===== config.mk =====
export PLATFORM = sky130hd
export DESIGN_NAME = fifo_param
export DESIGN_NICKNAME = d
export VERILOG_FILES = /design/src/rtl/fifo_param.sv
export SDC_FILE = /design/constraint.sdc
export NUM_CORES = 1
export LEC_CHECK = 0
export ABC_AREA = 1
export BUFFER_PORTS_ARGS = -buffer_cell sky130_fd_sc_hd__buf_4
export CAP_MARGIN = 5
export CORE_MARGIN = 1
export CORE_UTILIZATION = 61
export CTS_BUF_LIST = sky130_fd_sc_hd__clkbuf_8
export CTS_CLUSTER_SIZE = 12
export DETAILED_ROUTE_END_ITERATION = 7
export GPL_ROUTABILITY_DRIVEN = 0
export PLACE_DENSITY = 0.82
export SYNTH_ARGS = -nofsm -noshare
export SYNTH_HDL_FRONTEND = slang
export SYNTH_SLANG_ARGS = --single-unit

===== constraint.sdc =====
create_clock -name clk -period 2.4 [get_ports clk]
set_input_delay 0.24 -clock clk [delete_from_list [all_inputs] [get_ports clk]]
set_output_delay 0.24 -clock clk [all_outputs]
set_load 0.02 [all_outputs]

===== src/rtl/fifo_param.sv =====
// rtl/fifo_param.sv - parametrised synchronous FIFO with registered or first-word-fall-through output
`timescale 1ns/1ps
module fifo_param #(
  parameter int DATA_WIDTH = 6,
  parameter int ADDR_WIDTH = 3,
  parameter int FWFT       = 0
) (
  input  logic                  clk,
  input  logic                  reset_L,
  input  logic                  write,
  input  logic                  read,
  input  logic [DATA_WIDTH-1:0] buff_in,
  input  logic [ADDR_WIDTH:0]   umb_almost_full,
  input  logic [ADDR_WIDTH:0]   umb_almost_empty,
  input  logic                  clear_err,
  output logic [DATA_WIDTH-1:0] buff_out,
  output logic                  valid_out,
  output logic [ADDR_WIDTH:0]   data_count,
  output logic                  fifo_full,
  output logic                  fifo_empty,
  output logic                  almost_full,
  output logic                  almost_empty,
  output logic                  overflow_err,
  output logic                  underflow_err
);

  localparam int DEPTH = 1 << ADDR_WIDTH;
  localparam logic [ADDR_WIDTH:0] C_DEPTH = (ADDR_WIDTH+1)'(DEPTH);

  logic [DATA_WIDTH-1:0] r_mem [DEPTH];
  logic [ADDR_WIDTH-1:0] r_wr_ptr;
  logic [ADDR_WIDTH-1:0] r_rd_ptr;
  logic [ADDR_WIDTH:0]   r_count;
  logic                  r_overflow_err;
  logic                  r_underflow_err;
  logic                  w_rd_acc;
  logic                  w_wr_acc;

  assign fifo_full    = (r_count == C_DEPTH);
  assign fifo_empty   = (r_count == '0);
  assign almost_full  = (r_count >= umb_almost_full);
  assign almost_empty = (r_count <= umb_almost_empty);
  assign data_count   = r_count;
  assign overflow_err  = r_overflow_err;
  assign underflow_err = r_underflow_err;

  // A pop in the same cycle frees a slot, so a write at full is still accepted.
  assign w_rd_acc = read && !fifo_empty;
  assign w_wr_acc = write && (!fifo_full || w_rd_acc);

  always_ff @(posedge clk) begin
    if (reset_L && w_wr_acc) begin
      r_mem[r_wr_ptr] <= buff_in;
    end
  end

  always_ff @(posedge clk or negedge reset_L) begin
    if (!reset_L) begin
      r_wr_ptr        <= '0;
      r_rd_ptr        <= '0;
      r_count         <= '0;
      r_overflow_err  <= 1'b0;
      r_underflow_err <= 1'b0;
    end else begin
      if (w_wr_acc) r_wr_ptr <= r_wr_ptr + ADDR_WIDTH'(1);
      if (w_rd_acc) r_rd_ptr <= r_rd_ptr + ADDR_WIDTH'(1);
      case ({w_wr_acc, w_rd_acc})
        2'b10:   r_count <= r_count + (ADDR_WIDTH+1)'(1);
        2'b01:   r_count <= r_count - (ADDR_WIDTH+1)'(1);
        default: r_count <= r_count;
      endcase
      // Setting has priority over clearing when both happen in one cycle.
      if (write && !w_wr_acc) r_overflow_err <= 1'b1;
      else if (clear_err)     r_overflow_err <= 1'b0;
      if (read && fifo_empty) r_underflow_err <= 1'b1;
      else if (clear_err)     r_underflow_err <= 1'b0;
    end
  end

  generate
    if (FWFT != 0) begin : g_fwft
      assign buff_out  = fifo_empty ? '0 : r_mem[r_rd_ptr];
      assign valid_out = !fifo_empty;
    end else begin : g_reg
      logic [DATA_WIDTH-1:0] r_buff_out;
      logic                  r_valid_out;
      always_ff @(posedge clk or negedge reset_L) begin
        if (!reset_L) begin
          r_buff_out  <= '0;
          r_valid_out <= 1'b0;
        end else begin
          r_valid_out <= w_rd_acc;
          if (w_rd_acc) r_buff_out <= r_mem[r_rd_ptr];
        end
      end
      assign buff_out  = r_buff_out;
      assign valid_out = r_valid_out;
    end
  endgenerate

endmodule


==> run_results.csv <==
group,metric,value,unit
status,status,"completed",
power,p_sw_share,40.89,%
yosys,syn_nets,360,
critical_path,required,2.64,ns
floorplanning,die-area,5675,um^2
grt,antenna_found_initial,0,
floorplanning,die_x,75.34,um
power,seqPwrFrac,38.1,%
route,via_count,2286,
timing,min_period,2.170,ns
power,p_int,2494,uW
critical_path,cpPeakStageDelay,0.46,ns
route,antenna_left,0,
critical_path,crit_fanout,12,
finish,area_growth,14.87,%
critical_path,endpoint_kind,"register",
grt,grt_max_degree,26,
critical_path,crit_chain,"inv_1 > nand3_2 > nand2_4 > inv_4 > ha_1 > ha_1 > a21oi_1 > nand2_1 > nand2_1 > nand2_1 > nand2_1 > nand2_1",
critical_path,worstPathArrival,2.41,ns
finish,final_area,3769,um^2
timing,finalSetupTns,0,ns
min_path,hp-class,"primary input to register",
critical_path,start_kind,"register",
yosys,synth_cell_types,28,
floorplanning,ios,36,
power,p_clk_share,19.0,%
cts,clk_latency,0.34,ns
cts,clkTransAtPathRegs,0.08,ns
placed_design,post_dp_cell_area,3590,um^2
timing,final_hold_viol_count,0,
finish,layout-drive-gt1-share,22.13,%
timing,fin_crit_sh,90.42,%
route,wl,6255,um
floorplanning,core_area,5140,um^2
finish,fill_cells,369,
finish,layout_commonest_cell,"nand2_1",
cts,cts_tree,"yes",
cts,cts_num_sinks,67,
cts,post-cts-setup-buffers,0,
grt,grt_pass1_wl,9894,um
route,dr.pass1.iters,4,
placed_design,io_buffers,35,
cts,cts.path.max_buffers,2,
cts,cts_buffers,9,
finish,multi_input_area,1054,um^2
power,leakagePower,0.001789,uW
min_path,hold_path_depth,2,
grt,grt.total_usage,24.88,%
timing,finalClockSkew,0.01061,ns
timing,fmax,0.4608,GHz
yosys,yosysSeqAreaShare,58.43,%
grt,grt_pass1_vias,2176,
timing,finalSetupViolCount,0,
route,drt_iter0_markers,148,
finish,layout_common_cells,"nand2_1, inv_1, edfxtp_1",
critical_path,cp_slowest_cell,"dfrtp_1",
yosys,syn_inst,327,
placed_design,dpl.hpwl,4351,um
finish,nets,403,
power,ir_worst_vdd,0.0006393,V
power,powerDensity,1120,nW/um^2
finish,regArea,1917,um^2
cts,clockRootBuffer,"clkbuf_8",
route,wl_per_cell,14.06,um
critical_path,crit_type,"register to register",
floorplanning,start_util,63.83,%
grt,grt_remaining_overflow,0,
yosys,avgSynthCellArea,10.03,um^2
route,vias_per_cell,5.137,
power,pwr-share-comb,42.9,%
cts,htree_num_levels,3,
timing,relSlewSlack,56.12,%
timing,worst_pin_slew,0.6558,ns
finish,antenna_cells,0,
critical_path,timing.critical_path.mode_cell,"nand2_1",
critical_path,reg2reg_depth,12,
yosys,synth_seq_cells,67,
power,power_switching,1725,uW
timing,rsz0062_at_grt,"no",
floorplanning,rows,26,
route,drc,0,
flow_run,maxCapViolCount,0,
yosys,yosys_warnings,0,
timing,drv_slew,0,
yosys,synthesis.area,3281,um^2
floorplanning,die_h,75.34,um
sequential cells by signal (all words and copies together) (netlist names):
signal and cells:
r_wr_ptr 3, data_count 4, overflow_err 1, r_rd_ptr 3, underflow_err 1, buff_out 6
valid_out 1, r_mem 48
final timing paths:
| check | from | endpoint | slack (ns) |
|---|---|---|---|
| worst min-delay path | clear_err | overflow_err | 0.09 |
| worst min register to register | buff_out[3] | buff_out[3] | 0.50 |
| max in group asynchronous | reset_L | r_wr_ptr[1] | 1.71 |
| worst max-delay path | data_count[2] | data_count[3] | 0.23 |
| min in group asynchronous | reset_L | r_rd_ptr[2] | 0.46 |
| worst max register to register | data_count[2] | data_count[3] | 0.23 |
cells by family after synthesis:
group / after synthesis / share of synthesized area [%]
AO/OA/AOI/OAI: 13 / 2.212
flip-flops: 67 / 58.43
AND/OR/NAND/NOR: 158 / 23.00
XOR/XNOR: 5 / 1.335
adder cells (fa/ha/maj): 14 / 5.568
buffers and inverters: 70 / 9.458
synth_stat cells (all sizes together):
cell | instances | share of area [%]
nor2 | 13 | 2.0
o211ai | 1 | 0.23
or2 | 1 | 0.27
fa | 1 | 0.61
nand4 | 2 | 0.57
dfrtp | 19 | 14
edfxtp | 48 | 44
a21oi | 4 | 0.61
xor2 | 3 | 0.80
o21ai | 7 | 1.2
nand2 | 98 | 12
buf | 9 | 2.4
nand3 | 44 | 7.9
inv | 61 | 7.1
o22ai | 1 | 0.19
xnor2 | 2 | 0.53
ha | 13 | 5.0
per-stage QoR:
| stage | setup WS, ns | total power [uW] | hold WS [ns] | utilization (%) | cells |
|---|---|---|---|---|---|
| after detailed placement | 0.2435 | 3439 | 0.2828 | 69.84 | 428 |
| after floorplan | 0.2359 | 2926 | -0.05559 | - | 327 |
| after global placement | 0.3462 | 3348 | 0.2759 | 69.84 | 428 |
| final | 0.2298 | 4219 | 0.08706 | 73.32 | 445 |
| after global routing | 0.01397 | 4535 | 0.08690 | 73.32 | 445 |
| after CTS | 0.2277 | 4238 | 0.08093 | 73.32 | 445 |
critical path: cells and delay by family (launching register included):
family          cells  cell delay (ns)
compound gates      1             0.19
fa+ha+maj           2             0.60
buf+inv             2             0.25
flops               1             0.46
simple gates        7             0.58
final cells by class:
cell class | count | share of cell area (%)
inverter | 61 | 6.142
tap | 70 | 2.324
clock inverter | 7 | 1.195
sequential | 67 | 50.86
timing repair buffer | 41 | 8.234
clock buffer | 9 | 3.287
multi-input combinational | 190 | 27.95
power by group through the flow:
| stage | combinational [uW] | clock (uW) | sequential, uW |
|---|---|---|---|
| 2_1_floorplan | 1210 | 0 | 1720 |
| 3_3_place_gp | 1730 | 0 | 1620 |
| 3_5_place_dp | 1810 | 0 | 1630 |
| 4_1_cts | 1820 | 812 | 1610 |
| 5_1_grt | 2040 | 855 | 1640 |
| 6_report | 1810 | 802 | 1610 |
layer usage:
metal  vias up  global-route usage, %  routed length, um
met5         -                      0                  0
met4         0                  12.76                186
met3        21                  6.481                456
met2        87                  39.19               2982
met1      1046                  32.14               2630
li1       1132                      -                  -
what timing repair did:
item,CTS,global route
hold buffers,1,0
hold endpoints to repair,19,0
gates resized for setup,0,0
Power figures use the tool's default switching activity.
